[src/rtl/quad_gate_test_sequencer_pkg.sv]
// quad_gate_pkg: shared encodings, state enum and drive helper for the
// quad 2-input gate test sequencer and the benches that reuse it.
package quad_gate_pkg;

  localparam int NUM_GATES = 4;
  localparam int NUM_VEC   = 4;

  // Gate function encodings; anything at or above FN_RESERVED_MIN is unused.
  localparam logic [2:0] FN_AND          = 3'd0;
  localparam logic [2:0] FN_OR           = 3'd1;
  localparam logic [2:0] FN_NAND         = 3'd2;
  localparam logic [2:0] FN_NOR          = 3'd3;
  localparam logic [2:0] FN_XOR          = 3'd4;
  localparam logic [2:0] FN_RESERVED_MIN = 3'd5;

  typedef enum logic [1:0] {
    ST_IDLE   = 2'd0,
    ST_SETTLE = 2'd1,
    ST_CHECK  = 2'd2,
    ST_DONE   = 2'd3
  } state_t;

  // Drive one operand: only the active gate's lane carries the bit,
  // idle lanes are held at 0.
  function automatic logic [NUM_GATES-1:0] lane_drive(input logic [1:0] gate,
                                                      input logic       bit_val);
    return (4'b0001 << gate) & {NUM_GATES{bit_val}};
  endfunction

endpackage

[src/rtl/quad_gate_test_sequencer_if.sv]
// Interface bundling the sequencer's control/status and the DUT pin bus.
// Optional first-fail capture signals exist only when
// QUAD_GATE_SEQ_FIRST_FAIL_EN is defined.
interface quad_gate_test_sequencer_if;
  import quad_gate_pkg::*;

  logic                 start;
  logic [2:0]           func;
  logic [NUM_GATES-1:0] y_i;
  logic [NUM_GATES-1:0] a_o;
  logic [NUM_GATES-1:0] b_o;
  logic                 busy;
  logic                 done;
  logic                 pass;
  logic [NUM_GATES-1:0] fail_mask;
  logic [4:0]           err_cnt;
`ifdef QUAD_GATE_SEQ_FIRST_FAIL_EN
  logic                 first_fail_valid;
  logic [1:0]           first_fail_gate;
  logic [1:0]           first_fail_vec;
  logic [NUM_GATES-1:0] first_fail_y;

  modport master (
    input  start, func, y_i,
    output a_o, b_o, busy, done, pass, fail_mask, err_cnt,
           first_fail_valid, first_fail_gate, first_fail_vec, first_fail_y
  );
  modport slave (
    output start, func, y_i,
    input  a_o, b_o, busy, done, pass, fail_mask, err_cnt,
           first_fail_valid, first_fail_gate, first_fail_vec, first_fail_y
  );
`else
  modport master (
    input  start, func, y_i,
    output a_o, b_o, busy, done, pass, fail_mask, err_cnt
  );
  modport slave (
    output start, func, y_i,
    input  a_o, b_o, busy, done, pass, fail_mask, err_cnt
  );
`endif

endinterface

[src/rtl/quad_gate_test_sequencer_gate_ref_fn.sv]
// gate_ref_fn: combinational reference for the four lanes of a quad
// 2-input gate part; reserved encodings return 0.
module gate_ref_fn
  import quad_gate_pkg::*;
(
  input  logic [2:0]           func,
  input  logic [NUM_GATES-1:0] a,
  input  logic [NUM_GATES-1:0] b,
  output logic [NUM_GATES-1:0] y
);

  // Expected Y for every lane under the selected function
  always_comb begin
    y = 4'h0;
    case (func)
      FN_AND:  y = a & b;
      FN_OR:   y = a | b;
      FN_NAND: y = ~(a & b);
      FN_NOR:  y = ~(a | b);
      FN_XOR:  y = a ^ b;
      default: y = 4'h0;
    endcase
  end

endmodule

[src/rtl/quad_gate_test_sequencer.sv]
// quad_gate_test_sequencer: walks all four gates of a quad 2-input part
// through their truth tables, waits SETTLE_CYCLES+1 cycles per vector and
// checks every Y output (idle lanes must show f(0,0)).
// Optional macro QUAD_GATE_SEQ_FIRST_FAIL_EN adds first-mismatch capture.
module quad_gate_test_sequencer
  import quad_gate_pkg::*;
#(
  parameter int SETTLE_CYCLES = 2
) (
  input logic                        clk,
  input logic                        rst,
  quad_gate_test_sequencer_if.master bus
);

  localparam logic [7:0] SETTLE_LAST = 8'(SETTLE_CYCLES);
  localparam logic [3:0] LAST_IDX    = 4'(NUM_GATES * NUM_VEC - 1);

  state_t               state_r, state_s;
  logic [2:0]           func_r, func_s;
  logic [3:0]           idx_r, idx_s;      // {gate, vec}
  logic [7:0]           cnt_r, cnt_s;
  logic [NUM_GATES-1:0] a_r, a_s, b_r, b_s;
  logic                 busy_r, busy_s, done_r, done_s, pass_r, pass_s;
  logic [NUM_GATES-1:0] fail_mask_r, fail_mask_s;
  logic [4:0]           err_cnt_r, err_cnt_s;

  logic [NUM_GATES-1:0] exp_y_s, mismatch_s, fail_mask_upd_s;
  logic [4:0]           err_cnt_upd_s;
  logic [3:0]           idx_inc_s;
  logic                 accept_s;

  // a_r/b_r already hold zeros on idle lanes, so the reference sees f(0,0) there
  gate_ref_fn u_ref (.func(func_r), .a(a_r), .b(b_r), .y(exp_y_s));

  assign mismatch_s      = exp_y_s ^ bus.y_i;
  assign fail_mask_upd_s = fail_mask_r | mismatch_s;
  assign err_cnt_upd_s   = err_cnt_r + {4'd0, |mismatch_s};
  assign idx_inc_s       = idx_r + 4'd1;
  assign accept_s        = (state_r == ST_IDLE) && bus.start;

  // Next-state and next-output logic for the sequencer FSM
  always_comb begin
    state_s     = state_r;
    func_s      = func_r;
    idx_s       = idx_r;
    cnt_s       = cnt_r;
    a_s         = a_r;
    b_s         = b_r;
    busy_s      = busy_r;
    done_s      = 1'b0;
    pass_s      = pass_r;
    fail_mask_s = fail_mask_r;
    err_cnt_s   = err_cnt_r;
    case (state_r)
      ST_IDLE: begin
        if (bus.start) begin
          func_s      = bus.func;
          idx_s       = 4'd0;
          cnt_s       = 8'd0;
          pass_s      = 1'b0;
          err_cnt_s   = 5'd0;
          if (bus.func >= FN_RESERVED_MIN) begin
            fail_mask_s = 4'hF;
            done_s      = 1'b1;
            state_s     = ST_DONE;
          end else begin
            fail_mask_s = 4'h0;
            busy_s      = 1'b1;
            a_s         = lane_drive(2'd0, 1'b0);
            b_s         = lane_drive(2'd0, 1'b0);
            state_s     = ST_SETTLE;
          end
        end else begin
          state_s = ST_IDLE;
        end
      end
      ST_SETTLE: begin
        if (cnt_r == SETTLE_LAST) begin
          cnt_s   = 8'd0;
          state_s = ST_CHECK;
        end else begin
          cnt_s = cnt_r + 8'd1;
        end
      end
      ST_CHECK: begin
        fail_mask_s = fail_mask_upd_s;
        err_cnt_s   = err_cnt_upd_s;
        if (idx_r == LAST_IDX) begin
          busy_s  = 1'b0;
          done_s  = 1'b1;
          pass_s  = (err_cnt_upd_s == 5'd0);
          a_s     = 4'h0;
          b_s     = 4'h0;
          state_s = ST_DONE;
        end else begin
          idx_s   = idx_inc_s;
          a_s     = lane_drive(idx_inc_s[3:2], idx_inc_s[1]);
          b_s     = lane_drive(idx_inc_s[3:2], idx_inc_s[0]);
          state_s = ST_SETTLE;
        end
      end
      ST_DONE: state_s = ST_IDLE;
      default: state_s = ST_IDLE;
    endcase
  end

  // State and output registers; reset overrides everything
  always_ff @(posedge clk) begin
    if (rst) begin
      state_r     <= ST_IDLE;
      func_r      <= 3'd0;
      idx_r       <= 4'd0;
      cnt_r       <= 8'd0;
      a_r         <= 4'h0;
      b_r         <= 4'h0;
      busy_r      <= 1'b0;
      done_r      <= 1'b0;
      pass_r      <= 1'b0;
      fail_mask_r <= 4'h0;
      err_cnt_r   <= 5'd0;
    end else begin
      state_r     <= state_s;
      func_r      <= func_s;
      idx_r       <= idx_s;
      cnt_r       <= cnt_s;
      a_r         <= a_s;
      b_r         <= b_s;
      busy_r      <= busy_s;
      done_r      <= done_s;
      pass_r      <= pass_s;
      fail_mask_r <= fail_mask_s;
      err_cnt_r   <= err_cnt_s;
    end
  end

  assign bus.a_o       = a_r;
  assign bus.b_o       = b_r;
  assign bus.busy      = busy_r;
  assign bus.done      = done_r;
  assign bus.pass      = pass_r;
  assign bus.fail_mask = fail_mask_r;
  assign bus.err_cnt   = err_cnt_r;

`ifdef QUAD_GATE_SEQ_FIRST_FAIL_EN
  logic                 ff_valid_r, ff_valid_s;
  logic [1:0]           ff_gate_r, ff_gate_s, ff_vec_r, ff_vec_s;
  logic [NUM_GATES-1:0] ff_y_r, ff_y_s;

  // Capture gate, vector and raw Y of the first mismatching check of a run
  always_comb begin
    ff_valid_s = ff_valid_r;
    ff_gate_s  = ff_gate_r;
    ff_vec_s   = ff_vec_r;
    ff_y_s     = ff_y_r;
    if (accept_s) begin
      ff_valid_s = 1'b0;
      ff_gate_s  = 2'd0;
      ff_vec_s   = 2'd0;
      ff_y_s     = 4'h0;
    end else if ((state_r == ST_CHECK) && (|mismatch_s) && !ff_valid_r) begin
      ff_valid_s = 1'b1;
      ff_gate_s  = idx_r[3:2];
      ff_vec_s   = idx_r[1:0];
      ff_y_s     = bus.y_i;
    end else begin
      ff_valid_s = ff_valid_r;
    end
  end

  // First-fail capture registers
  always_ff @(posedge clk) begin
    if (rst) begin
      ff_valid_r <= 1'b0;
      ff_gate_r  <= 2'd0;
      ff_vec_r   <= 2'd0;
      ff_y_r     <= 4'h0;
    end else begin
      ff_valid_r <= ff_valid_s;
      ff_gate_r  <= ff_gate_s;
      ff_vec_r   <= ff_vec_s;
      ff_y_r     <= ff_y_s;
    end
  end

  assign bus.first_fail_valid = ff_valid_r;
  assign bus.first_fail_gate  = ff_gate_r;
  assign bus.first_fail_vec   = ff_vec_r;
  assign bus.first_fail_y     = ff_y_r;
`endif

endmodule

[src/flat_wrapper.sv]
// flat-port wrapper written by rule: the top's interface ports become plain ports
module quad_gate_test_sequencer_flat import quad_gate_pkg::*;
#(
  parameter int SETTLE_CYCLES = 2
)
  (clk, rst, bus_start, bus_func, bus_y_i, bus_a_o, bus_b_o, bus_busy, bus_done, bus_pass, bus_fail_mask, bus_err_cnt);
  quad_gate_test_sequencer_if bus_i ();
  input logic clk;
  input logic rst;
  input wire logic [$bits(bus_i.start)-1:0] bus_start;
  input wire logic [$bits(bus_i.func)-1:0] bus_func;
  input wire logic [$bits(bus_i.y_i)-1:0] bus_y_i;
  output wire logic [$bits(bus_i.a_o)-1:0] bus_a_o;
  output wire logic [$bits(bus_i.b_o)-1:0] bus_b_o;
  output wire logic [$bits(bus_i.busy)-1:0] bus_busy;
  output wire logic [$bits(bus_i.done)-1:0] bus_done;
  output wire logic [$bits(bus_i.pass)-1:0] bus_pass;
  output wire logic [$bits(bus_i.fail_mask)-1:0] bus_fail_mask;
  output wire logic [$bits(bus_i.err_cnt)-1:0] bus_err_cnt;
  assign bus_i.start = bus_start;
  assign bus_i.func = bus_func;
  assign bus_i.y_i = bus_y_i;
  assign bus_a_o = bus_i.a_o;
  assign bus_b_o = bus_i.b_o;
  assign bus_busy = bus_i.busy;
  assign bus_done = bus_i.done;
  assign bus_pass = bus_i.pass;
  assign bus_fail_mask = bus_i.fail_mask;
  assign bus_err_cnt = bus_i.err_cnt;
  quad_gate_test_sequencer #(.SETTLE_CYCLES(SETTLE_CYCLES)) u_core (.clk(clk), .rst(rst), .bus(bus_i));
endmodule
[config.mk]
export PLATFORM = sky130hd
export DESIGN_NAME = quad_gate_test_sequencer_flat
export DESIGN_NICKNAME = d
export VERILOG_FILES = /design/src/rtl/quad_gate_test_sequencer_pkg.sv /design/src/rtl/quad_gate_test_sequencer_if.sv /design/src/rtl/quad_gate_test_sequencer_gate_ref_fn.sv /design/src/rtl/quad_gate_test_sequencer.sv /design/src/flat_wrapper.sv
export SDC_FILE = /design/constraint.sdc
export NUM_CORES = 1
export LEC_CHECK = 0
export ABC_AREA = 0
export CORE_ASPECT_RATIO = 0.6
export CORE_MARGIN = 2
export CORE_UTILIZATION = 55
export CTS_CLUSTER_DIAMETER = 40
export DETAILED_ROUTE_END_ITERATION = 8
export PLACE_DENSITY = 0.8
export SYNTH_ARGS = -nofsm -noshare
export SYNTH_HDL_FRONTEND = slang
export SYNTH_SLANG_ARGS = --single-unit
[constraint.sdc]
create_clock -name clk -period 3.6 [get_ports clk]
set_input_delay 0.72 -clock clk [delete_from_list [all_inputs] [get_ports clk]]
set_output_delay 0.72 -clock clk [all_outputs]
set_load 0.02 [all_outputs]
==> results.py, run 1 <==
metrics = {
    "setup_path": {
        "r2r-end": "u_core.bus.pass",
        "worstSetupStartpointType": "flop",
        "ff2ff_path_depth": 11,
        "cp_cell_sequence": "and4bb_1 > a21oi_1 > o21ai_0 > a31oi_1 > nand4_1 > ha_1 > ha_1 > or2_2 > a211oi_1 > o21ai_0 > o21ai_0",
        "cp-end-kind": "flop",
        "critPathMaxStageDelay_ns": 0.76,
        "crit_slowest_cell": "dfxtp_1",
        "worst_ep_required_time_ns": 3.82,
        "reg2reg_from": "u_core.func_r[0]",
        "path_delay_family": "compound AO/OA/AOI/OAI gates",
        "ff2ff_setup_slack_ns": 0.58,
        "worstPathArrival_ns": 3.24,
        "crit_start": "u_core.func_r[0]",
        "path_class": "flop to flop",
        "cp_common_cell": "o21ai_0",
        "path_buf_inv": 0,
        "cp_max_fo": 20,
    },
    "timing": {
        "fin_crit_ns": 3.02,
        "max_slew_margin": 0.486,
        "rsz0062_at_grt": "false",
        "finalCritPeriodShare": 0.839,
        "fin_setup_tns_ns": 0,
        "fmax_mhz": 331,
        "hold_viol": 0,
        "drv_slew": 0,
        "fin_skew_ns": 0.0132,
        "worst_pin_slew_ns": 0.769,
        "setup_violations": 0,
    },
    "logic_synthesis": {
        "synth_cell_types": 51,
        "yosysTopAreaCellShare": 0.325,
        "synth_top_area_cell": "dfxtp_1",
        "ys_seq_area_frac": 0.325,
        "synth_area_mm2": 0.00228,
        "synth_flop_cell": "dfxtp_1",
        "async_flop_share": 0,
        "synthTopCellsByCount": "37 x dfxtp_1, 28 x a21oi_1, 24 x nor2_1",
        "synth_cells": 274,
        "synth-edff-count": 0,
        "ys_ff_latch": 37,
        "yosys-top-cells-area": "dfxtp_1 33%, ha_1 7.1%, a21oi_1 6.2%",
        "synth_warnings": 0,
        "synth_most_common_cell": "dfxtp_1",
        "synth.avg_cell_area_um2": 8.31,
        "synthesis.nets": 297,
    },
    "power_and_ir_drop": {
        "p_per_area_mw_per_mm2": 356,
        "ir_worst_vdd_v": 0.000197,
        "p_leak_nw": 0.997,
    },
    "status": {
        "status": "completed",
    },
    "clock_network": {
        "cts_hold_buf": 0,
        "clk_path_buf_depth": 2,
        "cts_sinks": 37,
        "cts_root_buffer": "clkbuf_8",
        "worstSkewPairLatency_ns": 0.29,
        "clk_pin_slew_ns": 0.08,
        "cts_buffers": 5,
        "cts_tree": "built",
        "ctsResizeCount": 0,
        "cts_setup_buffers": 0,
        "cts_max_level": 2,
    },
    "detailed_routing": {
        "vias_per_cell": 6.16,
        "firstDrtPassIters": 6,
        "antenna_left": 0,
        "routed_wl_um": 5460,
        "vias": 2132,
        "post_drt_wl_per_cell_um": 15.8,
        "drc": 0,
        "drt_iter0_drc": 257,
    },
    "die": {
        "io_pins": 30,
        "core_area_mm2": 0.00403,
        "start_util": 0.565,
        "die_x_um": 87.1,
        "dieHeight_um": 53.8,
        "die-area_mm2": 0.00469,
        "fp-row-count": 18,
    },
    "worst_hold_path": {
        "min_path_type": "flop to flop",
        "hold_path_end": "u_core.idx_r[1]",
        "hold_depth": 2,
        "worstHoldStart": "u_core.idx_r[1]",
    },
    "final_layout": {
        "fin_cells": 346,
        "antenna_cells": 0,
        "syn_to_final_growth_pct": 15.6,
        "drive_gt1_frac": 0.0811,
        "finish.net_count": 319,
    },
    "placement": {
        "dp.cells": 339,
        "globalplace.congestion": 0.947,
        "dp_hpwl_um": 4040,
        "port_buffers": 29,
    },
    "grt": {
        "overflow": 0,
        "grt_pass1_wl_um": 8780,
        "grt_start_max_net_pins": 22,
        "grtUsageTotal": 0.245,
        "first_global_vias": 1795,
        "antenna_found_initial": 0,
    },
    "flow_run": {
        "maxCapViolCount": 0,
    },
}
==> area by class of cell <==
type	instances	area [um2]
fill	334	1400
multi-input combinational	206	1380
sequential	37	741
timing repair buffer	32	313
clock buffer	7	86.3
tap	50	62.6
inverter	14	52.6
==> registers in the layout, summed over array words and instances (netlist names) <==
| signal | cells |
|---|---|
| u_core.cnt_r | 8 |
| u_core.bus.err_cnt | 5 |
| u_core.bus.a_o | 4 |
| u_core.bus.b_o | 4 |
| u_core.bus.fail_mask | 4 |
| u_core.idx_r | 4 |
| u_core.func_r | 3 |
| u_core.state_r | 2 |
| u_core.bus.busy | 1 |
| u_core.bus.done | 1 |
| u_core.bus.pass | 1 |
==> stage by stage <==
stage / instance area [um2] / worst slack, ns / utilization / hold slack (ns) / power (W)
floorplan: 2280 / 0.913 / - / 0.454 / 0.000594
global placement: 2550 / 0.668 / 0.632 / 0.470 / 0.000639
detailed placement: 2550 / 0.566 / 0.632 / 0.474 / 0.000642
CTS: 2630 / 0.618 / 0.653 / 0.483 / 0.000932
global route: 2630 / 0.380 / 0.653 / 0.526 / 0.000979
finish: 2630 / 0.581 / 0.653 / 0.480 / 0.000936
==> worst max path at each step <==
stage,to,cells past startpoint
final,u_core.bus.pass,11
after global routing,u_core.bus.pass,11
after CTS,u_core.bus.pass,11
after detailed placement,u_core.bus.pass,12
after global placement,u_core.bus.pass,12
after floorplan,u_core.bus.pass,13
==> report_power, final <==
group	total [W]	switching (W)	internal, W
Sequential	0.000455	0.0000290	0.000426
Clock	0.000298	0.000146	0.000152
Combinational	0.000183	0.000105	0.0000786
==> worst reg2reg max path, stage by stage, from the launching register on <==
cell and delay (ns):
dfxtp_1 0.76, and4bb_1 0.29, a21oi_1 0.10, o21ai_0 0.18, a31oi_1 0.23, nand4_1 0.13
ha_1 0.24, ha_1 0.24, or2_2 0.28, a211oi_1 0.23, o21ai_0 0.11, o21ai_0 0.15
==> cells by family after synthesis <==
logic type,synth area share
flip-flops,0.325
buffers and inverters,0.0698
multiplexers,0.0445
XOR/XNOR,0.0308
AO/OA/AOI/OAI,0.231
AND/OR/NAND/NOR,0.227
adder cells (fa/ha/maj),0.0714
==> routing by layer <==
layer,part of all wire,vias up,track usage
li1,-,1047,-
met1,0.52,978,0.373
met2,0.40,100,0.346
met3,0.076,7,0.0660
met4,0.0073,0,0.0417
met5,0,-,0
==> layout by cell type (no fill, tap or decap), types with 3 or more instances in the layout <==
cell             count
a221oi_1             3
clkdlybuf4s50_1     29
buf_4                3
a22oi_1             10
o211a_1              3
nand2_1             21
dfxtp_1             37
a32oi_1              3
a21oi_1             28
nand3_1             12
clkbuf_8             6
and3_1               5
xor2_1               6
mux2i_1              9
ha_1                13
o21ai_0              5
a211oi_1             5
nand4_1              4
o211ai_1             4
nand2b_1             4
nor3_1              10
inv_1               14
a21o_1               3
nor2_1              24
Power figures use the tool's default switching activity.
==> run 2: changes to the inputs <==
CORE_UTILIZATION = 50   (was 55)
PLACE_DENSITY = 0.76   (was 0.8)
clock period = 2.59 ns   (was 3.6 ns; I/O delays follow)
==> run 2 against run 1 <==
  * Register-to-register slack got worse by 0.49 ns
  * First-iteration DRC count fell by 7.4%
  * Critical path depth is 1 higher
  * Sequential power is 38% higher
  * Global-route usage fell by 0.17 points
  * Design area rose by 11%
  * Final cell count is 11% higher
  * Combinational power rose by 66%
  * Wire length is 8.9% higher
  * Clock power is 27% higher
  * Via count rose by 4.1%
==> results.py, run 2 (synthesis results as in run 1) <==
metrics = {
    "die": {
        "io_pins": 30,
        "start_util": 0.538,
        "dieHeight_um": 56.3,
        "fp-row-count": 18,
        "die-area_mm2": 0.00513,
        "die_x_um": 91.1,
        "core_area_mm2": 0.00423,
    },
    "detailed_routing": {
        "antenna_left": 0,
        "post_drt_wl_per_cell_um": 15.4,
        "vias": 2219,
        "drc": 0,
        "drt_iter0_drc": 238,
        "wl_met2_um": 2410,
        "firstDrtPassIters": 4,
        "wl_met1_um": 3010,
        "top_layer_used": "met4",
        "routed-wl-met3_um": 451,
        "routed_wl_um": 5950,
        "vias_per_cell": 5.76,
    },
    "grt": {
        "antenna_found_initial": 0,
        "grt_start_max_net_pins": 15,
        "grt_pass1_wl_um": 9890,
        "first_global_vias": 2024,
        "grtUsageTotal": 0.244,
        "overflow": 0,
    },
    "timing": {
        "worst_pin_slew_ns": 0.557,
        "hold_ws_ns": 0.501,
        "rsz0062_at_grt": "true",
        "max_slew_margin": 0.628,
        "finalCritPeriodShare": 0.965,
        "hold_viol": 0,
        "setup_violations": 0,
        "fin_crit_ns": 2.50,
        "fin_skew_ns": 0.00755,
        "drv_slew": 0,
        "fmax_mhz": 400,
    },
    "final_layout": {
        "syn_to_final_growth_pct": 28.2,
        "final_cell_area_mm2": 0.00292,
        "finish.net_count": 348,
        "antenna_cells": 0,
        "final_common_cell": "buf_4",
        "fin_cells": 385,
        "post-route-util": 0.690,
        "num-fill-cells": 354,
        "drive_gt1_frac": 0.218,
        "final_cell_mix": "32 x buf_4, 29 x clkdlybuf4s50_1, 28 x a21oi_1",
        "top_register": "u_core.cnt_r",
        "largest_reg_flops": 8,
    },
    "setup_path": {
        "worstPathArrival_ns": 2.72,
        "cp-end-kind": "flop",
        "crit_slowest_cell": "dfxtp_2",
        "path_buf_inv": 1,
        "critPathMaxStageDelay_ns": 0.35,
        "cp_max_fo": 4,
        "path_delay_family": "compound AO/OA/AOI/OAI gates",
        "cp_cell_sequence": "inv_1 > ha_1 > mux2i_1 > mux2i_1 > a32oi_1 > nand4_1 > ha_2 > ha_4 > or2_4 > a211oi_2 > o21ai_1 > o21ai_1",
        "worstSetupStartpointType": "flop",
        "worst_ep_required_time_ns": 2.81,
        "path_class": "flop to flop",
    },
    "clock_network": {
        "cts_tree": "built",
        "worstSkewPairLatency_ns": 0.29,
        "clk_path_buf_depth": 2,
        "cts_hold_buf": 0,
        "cts_max_level": 2,
        "clk_pin_slew_ns": 0.07,
        "cts_root_buffer": "clkbuf_8",
        "cts_sinks": 37,
        "cts_buffers": 5,
    },
    "flow_run": {
        "maxCapViolCount": 0,
    },
    "worst_hold_path": {
        "min_path_type": "flop to flop",
    },
    "status": {
        "status": "completed",
    },
    "power_and_ir_drop": {
        "p_per_area_mw_per_mm2": 449,
        "p_leak_nw": 1.14,
        "ir_worst_vdd_v": 0.000314,
    },
    "placement": {
        "port_buffers": 29,
        "placed_cell_area_mm2": 0.00276,
        "dp_hpwl_um": 4470,
        "dp.cells": 375,
        "globalplace.congestion": 0.936,
    },
}
[run 2: changes by cell type in the layout (fill, tap and decap cells not counted), moves of 2 or more]
cell and change:
o21ai_1 +3, buf_4 +29, dfxtp_2 +9, dfxtp_1 -11, dfxtp_4 +2, ha_4 +3
inv_1 -2, o21ai_0 -3, inv_2 +2, ha_1 -4
[run 2: worst reg2reg max path, delay by kind of cell, from the launching register on]
| family | cells | cell delay [ns] |
|---|---|---|
| fa+ha+maj | 3 | 0.61 |
| simple gates | 2 | 0.37 |
| mux | 2 | 0.36 |
| compound gates | 4 | 0.68 |
| buf+inv | 1 | 0.05 |
| flops | 1 | 0.35 |
[run 2: what timing repair did]
action,in CTS,in global routing
gates cloned,0,0
gates resized for setup,7,17
endpoints found under the hold margin,0,0
setup buffers,0,3
setup endpoints to repair,3,4
pin swaps,5,8
[run 2: per-layer routing]
metal / GRT usage / up-vias
li1: - / 1098
met1: 0.367 / 1025
met2: 0.326 / 87
met3: 0.0725 / 9
met4: 0.0823 / 0
met5: 0 / -
[run 2: worst paths after layout]
path                     startpoint              end  slack (ns)  depth (start not counted)
hold / removal      u_core.idx_r[1]  u_core.idx_r[1]        0.50                          2
hold reg to reg     u_core.idx_r[1]  u_core.idx_r[1]        0.50                          2
setup / recovery  u_core.bus.b_o[2]  u_core.bus.pass        0.09                         12
setup reg to reg  u_core.bus.b_o[2]  u_core.bus.pass        0.09                         12
[run 2: layout make-up]
type                    instances  area (um2)  share of cell area
repair buffers                 61         531               0.182
well taps                      60        75.1              0.0257
inverters                      14        52.6              0.0180
clock buffers                   6        72.6              0.0249
multi-input cells             206        1430               0.488
flip-flops and latches         37         759               0.260
clock inverters                 1        5.00             0.00171
[run 2: power breakdown]
part	switching [W]	internal [W]
combinational	0.000160	0.000144
clock	0.000196	0.000183
sequential	0.0000371	0.000592
[run 2: through the flow]
| step | setup WS [ns] | total power [W] | TNS [ns] |
|---|---|---|---|
| after floorplan | 0.0124 | 0.000825 | 0 |
| after global placement | -0.107 | 0.000926 | -0.131 |
| after detailed placement | -0.209 | 0.000931 | -0.342 |
| after CTS | 0.0298 | 0.00131 | 0 |
| after global routing | -0.0373 | 0.00138 | -0.0373 |
| final | 0.0905 | 0.00131 | 0 |
==> run 3: changes to the inputs <==
CORE_UTILIZATION = 55   (was 50)
DONT_BUFFER_PORTS = 1   (was not set)
PLACE_DENSITY = 0.73   (was 0.76)
==> run 3 against run 2 <==
  * Combinational power down 25%
  * Fmax grew 1.7%
  * Critical path depth grew 2
  * Total power is 6.6% higher
  * Via count down 8.0%
  * Sequential share of layout area rose by 3.0 points
  * Largest cell class unchanged
  * Largest power group unchanged
==> results.py, run 3 (synthesis results as in run 1) <==
metrics = {
    "final_layout": {
        "drive_gt1_frac": 0.231,
        "syn_to_final_growth_pct": 14.2,
        "multiInputGateArea_mm2": 0.00145,
        "fin_cells": 336,
        "seq_area_um2": 756,
        "post-route-util": 0.645,
        "final_cell_area_mm2": 0.00260,
        "num-fill-cells": 343,
        "antenna_cells": 0,
        "largest_reg_flops": 8,
        "finish.net_count": 308,
        "top_register": "u_core.cnt_r",
        "final_cell_mix": "27 x a21oi_1, 27 x dfxtp_1, 24 x nor2_1",
    },
    "timing": {
        "drv_slew": 0,
        "fmax_mhz": 407,
        "finalCritPeriodShare": 0.949,
        "fin_skew_ns": 0.00424,
        "finalWorstSetupSlack_ns": 0.133,
        "fin_crit_ns": 2.46,
        "rsz0062_at_grt": "true",
        "worst_pin_slew_ns": 0.548,
        "setup_violations": 0,
        "hold_viol": 0,
        "max_slew_margin": 0.634,
    },
    "power_and_ir_drop": {
        "p_per_area_mw_per_mm2": 538,
        "ir_worst_vdd_v": 0.000371,
        "power_w": 0.00140,
        "p_leak_nw": 1.01,
    },
    "grt": {
        "grt_use_met2": 0.333,
        "met1_usage": 0.391,
        "first_global_vias": 1741,
        "grtUsageTotal": 0.253,
        "grt.busiest_layer": "met1",
        "gr-usage-met3": 0.0644,
        "overflow": 0,
        "grt_pass1_wl_um": 8870,
        "antenna_found_initial": 0,
        "grt_start_max_net_pins": 39,
    },
    "clock_network": {
        "cts_tree": "built",
        "clk_path_buf_depth": 2,
        "cts_hold_buf": 0,
        "worstSkewPairLatency_ns": 0.29,
        "clk_pin_slew_ns": 0.08,
        "cts_buffers": 5,
        "cts_root_buffer": "clkbuf_8",
        "cts_max_level": 2,
        "cts_sinks": 37,
    },
    "setup_path": {
        "crit_slowest_cell": "dfxtp_2",
        "cp_common_cell": "mux2i_1",
        "path_class": "flop to flop",
        "worstPathArrival_ns": 2.65,
        "path_delay_family": "adder cells",
        "cp_max_fo": 3,
        "critPathMaxStageDelay_ns": 0.34,
        "worst_ep_required_time_ns": 2.78,
        "cp_cell_sequence": "inv_1 > ha_1 > mux2i_1 > mux2i_1 > a32oi_1 > nand4_1 > ha_2 > ha_4 > buf_6 > nand3_4 > nor3_2 > a21o_1 > a22oi_2 > nor2_1",
        "path_buf_inv": 2,
        "cp-end-kind": "flop",
        "worstSetupStartpointType": "flop",
    },
    "die": {
        "fp-row-count": 18,
        "start_util": 0.565,
        "core_area_mm2": 0.00403,
        "die_x_um": 87.1,
        "io_pins": 30,
        "die-area_mm2": 0.00469,
        "dieHeight_um": 53.8,
    },
    "placement": {
        "globalplace.congestion": 0.960,
        "placed_cell_area_mm2": 0.00238,
        "dp_hpwl_um": 3860,
        "dp.cells": 326,
        "post-place-ws_ns": -0.106,
        "port_buffers": 0,
    },
    "detailed_routing": {
        "vias_per_cell": 6.08,
        "post_drt_wl_per_cell_um": 16.4,
        "firstDrtPassIters": 4,
        "vias": 2042,
        "drt_iter0_drc": 151,
        "drc": 0,
        "routed_wl_um": 5520,
        "antenna_left": 0,
    },
    "flow_run": {
        "maxCapViolCount": 0,
    },
    "worst_hold_path": {
        "min_path_type": "input port to flop",
    },
    "status": {
        "status": "completed",
    },
}
==> run 3: per-stage QoR <==
step                      TNS, ns  hold slack [ns]
after floorplan                 0            0.454
after global placement          0            0.463
after detailed placement   -0.149            0.480
after CTS                       0            0.269
after global routing      -0.0437            0.270
final                           0            0.275
==> run 3: power breakdown <==
part | internal (W) | leakage, nW | switching [W]
clock | 0.000314 | 0.0585 | 0.000214
sequential | 0.000592 | 0.305 | 0.0000494
combinational | 0.000100 | 0.646 | 0.000129
total | 0.00101 | 1.01 | 0.000392
==> run 3: final cells by class <==
type,count,share of cell area
clock buffers,7,0.0332
clock inverters,1,0.0115
inverters,14,0.0202
multi-input cells,206,0.557
flip-flops and latches,37,0.291
well taps,50,0.0241
repair buffers,21,0.0635
==> run 3: routing by layer <==
layer  share of wire  wire length [um]
met2            0.40              2180
met3           0.072               399
met1            0.52              2870
met4           0.012                68
met5               0                 0
==> run 3: what timing repair did <==
action | CTS | global route
gates resized for setup | 6 | 23
pin swaps | 2 | 9
endpoints found under the setup margin | 2 | 4
cloned | 0 | 0
buffers inserted | 1 | 2
==> run 3: worst paths after layout <==
check	from	end	slack (ns)	cells after the start
max reg2reg	u_core.bus.b_o[2]	u_core.bus.err_cnt[4]	0.13	14
max	u_core.bus.b_o[2]	u_core.bus.err_cnt[4]	0.13	14
min	rst	u_core.bus.b_o[0]	0.27	1
min reg2reg	u_core.idx_r[1]	u_core.idx_r[1]	0.48	2
==> run 3: worst register-to-register path, stage by stage (launching register included) <==
cell and delay [ns]:
dfxtp_2 0.34, inv_1 0.04, ha_1 0.22, mux2i_1 0.18, mux2i_1 0.12, a32oi_1 0.28, nand4_1 0.15, ha_2 0.23
ha_4 0.17, buf_6 0.12, nand3_4 0.08, nor3_2 0.04, a21o_1 0.17, a22oi_2 0.13, nor2_1 0.06
